### config.mk
export PLATFORM = sky130hd
export DESIGN_NAME = sng_bank_flat
export DESIGN_NICKNAME = d
export VERILOG_FILES = /design/src/rtl/sng_pkg.sv /design/src/rtl/sng_if.sv /design/src/rtl/sng_lfsr32.sv /design/src/rtl/sng_bank.sv /design/src/flat_wrapper.sv
export SDC_FILE = /design/constraint.sdc
export NUM_CORES = 1
export LEC_CHECK = 0
export BUFFER_PORTS_ARGS = -buffer_cell sky130_fd_sc_hd__buf_2
export CAP_MARGIN = 20
export CELL_PAD_IN_SITES_DETAIL_PLACEMENT = 0
export CELL_PAD_IN_SITES_GLOBAL_PLACEMENT = 1
export CORE_MARGIN = 1.5
export CORE_UTILIZATION = 41
export DETAILED_ROUTE_END_ITERATION = 12
export PLACE_DENSITY = 0.8
export SETUP_SLACK_MARGIN = 0.1
export SYNTH_ARGS = -nofsm -noshare
export SYNTH_HDL_FRONTEND = slang
export SYNTH_SLANG_ARGS = --single-unit
### constraint.sdc
create_clock -name clk -period 4.5 [get_ports clk]
set_input_delay 0.45 -clock clk [delete_from_list [all_inputs] [get_ports clk]]
set_output_delay 0.45 -clock clk [all_outputs]
set_load 0.01 [all_outputs]
### src/rtl/sng_pkg.sv
// ============================================================================
// sng_pkg : shared constants, state/mode encodings and seed helper for the
//           stochastic number generator bank.  Rev 1.0
// ============================================================================
`default_nettype none

package sng_pkg;

  // Feedback taps of the 32-bit Fibonacci LFSR
  localparam int unsigned TAP_A = 31;
  localparam int unsigned TAP_B = 21;
  localparam int unsigned TAP_C = 1;
  localparam int unsigned TAP_D = 0;

  localparam logic [31:0] SEED_STRIDE   = 32'h9E3779B9;
  localparam logic [31:0] ZERO_SEED_SUB = 32'h1;

  typedef enum logic [0:0] {
    IDLE = 1'b0,
    RUN  = 1'b1
  } state_t;

  localparam logic IND  = 1'b0;
  localparam logic CORR = 1'b1;

  // An all-zero LFSR would lock up, so a zero seed is substituted
  function automatic logic [31:0] chan_seed(input logic [31:0] base, input int unsigned ch);
    logic [31:0] s;
    s = base ^ (32'(ch) * SEED_STRIDE);
    return (s == 32'h0) ? ZERO_SEED_SUB : s;
  endfunction

endpackage

`default_nettype wire

### src/rtl/sng_if.sv
// ============================================================================
// sng_if : load and stream handshake bundle of the stochastic number
//          generator bank.  Rev 1.0
// ============================================================================
`default_nettype none

interface sng_if #(
  parameter int CHANNELS = 4,
  parameter int WIDTH    = 8
);
  logic                         load_valid;
  logic                         load_ready;
  logic [CHANNELS*WIDTH-1:0]    load_prob;
  logic                         load_corr;
  logic                         abort;
  logic                         out_valid;
  logic                         out_ready;
  logic [CHANNELS-1:0]          out_bits;
  logic                         out_last;

  modport master (
    output load_valid, load_prob, load_corr, abort, out_ready,
    input  load_ready, out_valid, out_bits, out_last
  );

  modport slave (
    input  load_valid, load_prob, load_corr, abort, out_ready,
    output load_ready, out_valid, out_bits, out_last
  );
endinterface

`default_nettype wire

### src/rtl/sng_lfsr32.sv
// ============================================================================
// sng_lfsr32 : 32-bit Fibonacci LFSR (shift left) with seed load and step
//              enable.  Rev 1.0
// ============================================================================
`default_nettype none

module sng_lfsr32
  import sng_pkg::*;
(
  input  wire logic        clk,
  input  wire logic        rst,
  input  wire logic [31:0] seed,
  input  wire logic        load,
  input  wire logic        step,
  output logic      [31:0] state
);

  logic [31:0] r_state;
  logic        w_fb;

  assign w_fb  = r_state[TAP_A] ^ r_state[TAP_B] ^ r_state[TAP_C] ^ r_state[TAP_D];
  assign state = r_state;

  always_ff @(posedge clk) begin
    if (rst || load) begin
      r_state <= seed;
    end else if (step) begin
      r_state <= {r_state[30:0], w_fb};
    end
  end

endmodule

`default_nettype wire

### src/rtl/sng_bank.sv
// ============================================================================
// sng_bank : multi-channel stochastic number generator, one frame of
//            STREAM_LEN bits per channel per load.  Rev 1.0
// ============================================================================
`default_nettype none

module sng_bank
  import sng_pkg::*;
#(
  parameter int          CHANNELS   = 4,
  parameter int          WIDTH      = 8,
  parameter int          STREAM_LEN = 256,
  parameter logic [31:0] SEED       = 32'h12345678
) (
  input  wire logic clk,
  input  wire logic rst,
  sng_if.slave      bus
);

  localparam int                CNT_W  = $clog2(STREAM_LEN);
  localparam logic [CNT_W-1:0]  C_LAST = CNT_W'(STREAM_LEN - 1);

  state_t                    r_state;
  state_t                    w_next;
  logic                      w_accept;
  logic                      w_step;
  logic                      w_last;
  logic [CNT_W-1:0]          r_cnt;
  logic [CHANNELS*WIDTH-1:0] r_prob;
  logic                      r_corr;
  logic [CHANNELS-1:0]       w_bits;
  logic [31:0]               w_lfsr [CHANNELS];

  assign w_last       = (r_state == RUN) && (r_cnt == C_LAST);
  assign bus.out_last = w_last;
  assign bus.out_bits = w_bits;

  always_ff @(posedge clk) begin
    if (rst) begin
      r_state <= IDLE;
    end else begin
      r_state <= w_next;
    end
  end

  // Abort wins over a simultaneous transfer, so the LFSRs never step on it
  always_comb begin
    w_next         = r_state;
    w_accept       = 1'b0;
    w_step         = 1'b0;
    bus.load_ready = 1'b0;
    bus.out_valid  = 1'b0;
    case (r_state)
      IDLE: begin
        bus.load_ready = 1'b1;
        if (bus.load_valid) begin
          w_accept = 1'b1;
          w_next   = RUN;
        end
      end
      RUN: begin
        bus.out_valid = 1'b1;
        if (bus.abort) begin
          w_next = IDLE;
        end else if (bus.out_ready) begin
          w_step = 1'b1;
          if (w_last) begin
            w_next = IDLE;
          end
        end
      end
      default: w_next = IDLE;
    endcase
  end

  always_ff @(posedge clk) begin
    if (rst) begin
      r_cnt  <= '0;
      r_prob <= '0;
      r_corr <= IND;
    end else if (w_accept) begin
      r_cnt  <= '0;
      r_prob <= bus.load_prob;
      r_corr <= bus.load_corr;
    end else if (w_step && !w_last) begin
      r_cnt  <= r_cnt + 1'b1;
    end
  end

  for (genvar c = 0; c < CHANNELS; c++) begin : g_ch
    logic [31:0] w_src;

    sng_lfsr32 u_lfsr (
      .clk   (clk),
      .rst   (rst),
      .seed  (chan_seed(SEED, c)),
      .load  (w_accept),
      .step  (w_step),
      .state (w_lfsr[c])
    );

    assign w_src     = (r_corr == CORR) ? w_lfsr[0] : w_lfsr[c];
    assign w_bits[c] = (w_src[WIDTH-1:0] < r_prob[c*WIDTH +: WIDTH]);
  end

endmodule

`default_nettype wire

### src/flat_wrapper.sv
// flat-port wrapper written by rule: the top's interface ports become plain ports
module sng_bank_flat import sng_pkg::*;
#(
  parameter int          CHANNELS   = 4,
  parameter int          WIDTH      = 8,
  parameter int          STREAM_LEN = 256,
  parameter logic [31:0] SEED       = 32'h12345678
)
  (clk, rst, bus_load_valid, bus_load_prob, bus_load_corr, bus_abort, bus_out_ready, bus_load_ready, bus_out_valid, bus_out_bits, bus_out_last);
  sng_if #(.CHANNELS(CHANNELS), .WIDTH(WIDTH)) bus_i ();
  input  wire logic clk;
  input  wire logic rst;
  input wire logic [$bits(bus_i.load_valid)-1:0] bus_load_valid;
  input wire logic [$bits(bus_i.load_prob)-1:0] bus_load_prob;
  input wire logic [$bits(bus_i.load_corr)-1:0] bus_load_corr;
  input wire logic [$bits(bus_i.abort)-1:0] bus_abort;
  input wire logic [$bits(bus_i.out_ready)-1:0] bus_out_ready;
  output wire logic [$bits(bus_i.load_ready)-1:0] bus_load_ready;
  output wire logic [$bits(bus_i.out_valid)-1:0] bus_out_valid;
  output wire logic [$bits(bus_i.out_bits)-1:0] bus_out_bits;
  output wire logic [$bits(bus_i.out_last)-1:0] bus_out_last;
  assign bus_i.load_valid = bus_load_valid;
  assign bus_i.load_prob = bus_load_prob;
  assign bus_i.load_corr = bus_load_corr;
  assign bus_i.abort = bus_abort;
  assign bus_i.out_ready = bus_out_ready;
  assign bus_load_ready = bus_i.load_ready;
  assign bus_out_valid = bus_i.out_valid;
  assign bus_out_bits = bus_i.out_bits;
  assign bus_out_last = bus_i.out_last;
  sng_bank #(.CHANNELS(CHANNELS), .WIDTH(WIDTH), .STREAM_LEN(STREAM_LEN), .SEED(SEED)) u_core (.clk(clk), .rst(rst), .bus(bus_i));
endmodule
### Yosys cells after proc, flatten, opt, wreduce, memory -nomap -nowiden

Index checks and enable logic that the tools add are counted.

| storage, ports and cells | value |
|---|---|
| flip-flop bits (word level) | 170 |
| bits of input ports | 38 |
| output and inout bits | 7 |
| word-level logic and storage cells | 46 |

| operators by class | value |
|---|---|
| add/sub/neg operators | 1 |
| order comparisons | 4 |
| equality and inequality tests | 1 |
| mux-type cells | 14 |
| bitwise operators | 13 |
| reduce and logical (&&, ||, !) cells | 5 |

Operators by type and width:

| kind | number |
|---|---|
| $lt A8 B8 Y1 | 4 |
| $mux W8 | 3 |
| $xor A1 B1 Y1 | 12 |
| $mux W1 | 10 |
| $add A8 B1 Y8 const B | 1 |
| $eq A8 B8 Y1 const B | 1 |
| $logic_and A1 B1 Y1 | 2 |
| $pmux W1 S2 | 1 |
| $reduce_or A2 Y1 | 1 |
| $logic_not A1 Y1 | 1 |
| $logic_or A1 B1 Y1 | 1 |
| $not A1 Y1 | 1 |

### Depth between registers and ports, before layout

| depth | value |
|---|---|
| depth after elaboration | 6 |
| gate-level depth with buffers | 8 |
| mapped depth without buffers | 7 |

### Modules after synthesis

A second synthesis with hierarchy kept.

| second synthesis, totals | value |
|---|---|
| cells, all modules | 638 |
| area total of the unflattened synthesis | 8157.8 µm² |

By module, submodules not included:

| module | times used | cells an instance | area an instance (µm²) | seq. area each (µm²) |
|---|---|---|---|---|
| sng_lfsr32 | 4 | 73 | 1412.6 | 960.9 |
| sng_bank | 1 | 346 | 2507.4 | 840.8 |

### Worst setup path before layout

OpenSTA, ideal clock, no wires.

| path | value |
|---|---|
| kind | register -> output |
| start point | register u_core.r_corr |
| end point | output port bus_out_bits[2] |
| data arrival time | 1.855 ns |
| data required time | 4.050 ns |
| path slack | 2.195 ns |
| stages on the path, launching flop included | 9 |
| path buffers | 2 |
| cell sequence | dfxtp_1 clkbuf_1 clkbuf_1 o21ai_0 ha_1 a21o_1 a21oi_1 o21ai_0 a31oi_1 |

| between the ends | value |
|---|---|
| word-level cells in the longest chain between the ends | 2 |

Ends and longest elaborated chain:

| what | RTL line | text |
|---|---|---|
| start: declaration | sng_bank.sv:30 | `logic r_corr;` |
| start signal: assignment | sng_bank.sv:84 | `r_corr <= bus.load_corr;` |
| $mux W8 | sng_bank.sv:102 | `assign w_src = (r_corr == CORR) ? w_lfsr[0] : w_lfsr[c];` |
| $lt A8 B8 Y1 | sng_bank.sv:103 | `assign w_bits[c] = (w_src[WIDTH-1:0] < r_prob[c*WIDTH +: WIDTH]);` |
| end: declaration | flat_wrapper.sv:20 | `output wire logic [$bits(bus_i.out_bits)-1:0] bus_out_bits;` |

Every way passes these cells.

### Worst setup path in the final report

| path | value |
|---|---|
| start point | register u_core.r_corr |
| end point | output port bus_out_bits[3] |

Same word-level chain as after synthesis.

==> results.md <==
- Status: finished, final reports clean
- DPL Wire Length: 8.549 mm
- Slew at the pin closest to its max-slew limit: 1034 ps
- Number of synthesized flops with an enable pin: 0
- Multi-input gate area: 3112 um^2
- Cell Area, Synth: 6974 um^2
- Pwr Density: 414.4 nW/um^2
- Post-layout instance area: 7855 um^2
- Die footprint: 17,800 um^2
- Share of layout cells above drive strength 1: 9.514%
- GRT overflow: 0
- VDD IR max: 0.2983 mV
- Largest cells by area after synthesis: dfxtp_1 49%, nand2_1 17%, a21oi_1 8.4%
- Placed cell area: 7263 um^2
- Core area: 16,580 um^2
- CP max FO: 33
- Max Slew Vio Count: 0
- Library cells used by synthesis: 33
- WP data required: 4050 ps
- CTS buffer count: 17
- Mapped Avg Cell Area: 7.749 um^2
- Drt pass-1 iters: 5
- H-tree lvl count: 4
- Switching portion of total power: 22.98%
- Tot Pwr: 3.255 mW
- Setup Crit Path Kind: flip-flop to primary output
- Residual DRC count: 0
- Crit share post-route: 71.18%
- Element type at the critical path start: flip-flop
- WP data arrival: 2750 ps
- Area added between synthesis and finish: 12.63%
- Part of the power in combinational logic: 7.0%
- P_leak: 3.131 nW
- YS warnings: 0
- Vias in the first global route: 5,337
- Total negative setup slack: 0 ps
- Routed len/inst: 12.10 um
- CTS tree: done
- Worst-case clock buffer depth: 2
- Sw power: 0.7480 mW
- Global Route Usage Sum: 16.62%
- Initial cell density of the core: 42.06%
- Post-synth top area share: 48.80%
- PortBufs: 44
- Routed vias: 5,605
- Largest net degree at the start of global routing: 130
- Most used DFF post-synth: dfxtp_1
- Sequential-to-total area share from yosys stat: 48.80%
- Die Y: 133.4 um
- P_int: 2.507 mW
- # rows: 47
- Hold Vio Cnt, Final: 0
- Antenna Cells: 0
- Post-synth top area cell: dfxtp_1
- Antenna viol nets, final: 0
- Worst setup margin: 1297 ps
- Flop pwr share: 48.0%
- Detailed Route WL: 13.85 mm
- Initial antenna violation count: 0
- Die X: 133.4 um
- First-pass GRT wire length: 24.26 mm
- Worst slack, placed: 1788 ps
- Ys async rst share: 0%
- Relative max-transition margin: 30.88%
- Post-Synthesis Cells: 900
- Worst-path clk slew: 60 ps
- Clock power frac: 45.0%
- #FFs+latches synth: 170
- CTS-repair resized insts: 0
- Clk root buf: clkbuf_16
- Tightest Hold Check Type: primary input to flip-flop
- GPL Wtd Cong: 0.8115
- # IOs: 45
- CTS Sinks: 170
- RSZ-0062 raised after global routing: no
- Initial drt markers: 313
- Mapped Nets: 967
- Latest clock arrival within the worst-skew pair: 430 ps
- Hold Buf Count CTS: 0
- Final min period: 3203 ps
- Max Clock Skew: 6.811 ps
- Filler Cell Count: 1,701
- Nets: 980
- Post-CTS Setup Inserts: 0
- Reg2Reg Setup Slack: 2340 ps
- Max_cap viols: 0
- Crit end category: primary output
- Seq. cell area: 3403 um^2
- FMAX: 312.2 MHz
- Via-to-Cell Ratio: 4.895
- Setup violations, final: 0
-- synth_stat cells (3+ instances only) --
library cell / number
buf_2: 27
a21oi_1: 117
o21ai_0: 31
dfxtp_1: 170
buf_4: 8
clkbuf_1: 21
xor2_1: 8
a21o_1: 5
xnor2_1: 4
o211ai_1: 12
a31oi_1: 7
ha_1: 29
and3_1: 3
nand3_1: 46
a211o_1: 4
or3_1: 6
inv_1: 50
nand2b_1: 5
nor2_1: 9
nand2_1: 325
-- cells in the final DEF (no fill, tap or decap), types with 5 or more instances in the layout --
cell type    n
nand2_1    325
dfxtp_1    170
a21oi_1    117
inv_1       50
nand3_1     46
buf_2       44
o21ai_0     31
ha_1        29
clkbuf_16   17
o211ai_1    12
nor2_1       9
xor2_1       8
a31oi_1      7
or3_1        6
buf_4        6
a21o_1       5
clkinv_2     5
-- layout make-up --
type	instances	area share, %
Inverter	50	2.389
Sequential cell	170	43.33
Clock buffer	19	5.639
Multi-Input combinational cell	623	39.61
Clock inverter	12	1.896
Tap cell	220	3.504
Timing Repair Buffer	51	3.632
-- layer usage --
layer  wire [um]  vias up  GRT usage (%)
li1            -     2953              -
met1        6791     2586          21.51
met2        6401       53          27.17
met3         467       13          4.300
met4         191        0          5.254
met5           0        -              0
-- flip-flops by register name, summed over array words and instances, names as in the netlist --
name / count
u_core.g_ch.u_lfsr.state: 128
u_core.r_prob: 32
u_core.r_cnt: 8
u_core.r_corr: 1
u_core.r_state: 1
-- path summary, 6_finish.rpt --
kind                                                start                                      endpoint  cells past startpoint
min                                      bus_load_prob[5]                 u_core.r_prob[5]$_SDFFE_PP0P_                      3
max                            u_core.r_corr$_SDFFE_PP0P_                               bus_out_bits[3]                      8
max reg2reg                     u_core.r_state$_SDFF_PP0_                  u_core.r_cnt[5]$_SDFFE_PP0P_                      6
min reg2reg  u_core.g_ch[0].u_lfsr.state[29]$_SDFFE_PP0P_  u_core.g_ch[0].u_lfsr.state[30]$_SDFFE_PP0P_                      2
-- critical path, cell delays in order, from the launching register on --
cell and delay, ps:
dfxtp_1 870, nand2_1 290, o21ai_0 160, ha_1 270, nand2_1 70, a31oi_1 40, a211o_1 280, a31oi_1 190
buf_2 160
-- power groups by stage --
stage	sequential, mW	clock, mW	combinational [mW]
2_1_floorplan	1.59	0	0.174
3_5_place_dp	1.60	0	0.230
6_report	1.56	1.47	0.226
4_1_cts	1.56	1.50	0.232
3_3_place_gp	1.60	0	0.229
5_1_grt	1.57	1.57	0.263
-- kinds of logic after synthesis --
family | share of synthesized area, %
simple gates | 23.32
mux | 0.1435
xor+xnor | 1.507
compound gates | 14.24
flops | 48.80
buf+inv | 6.782
fa+ha+maj | 5.203
-- through the flow --
step	hold WS, ps	std cells	utilization, %
5_1_grt	247.2	1145	47.37
3_3_place_gp	441.1	1114	43.80
6_report	254.4	1145	47.37
4_1_cts	237.7	1145	47.37
3_5_place_dp	444.8	1114	43.80
2_1_floorplan	431.9	900	-
(Power assumes the default switching activity.)
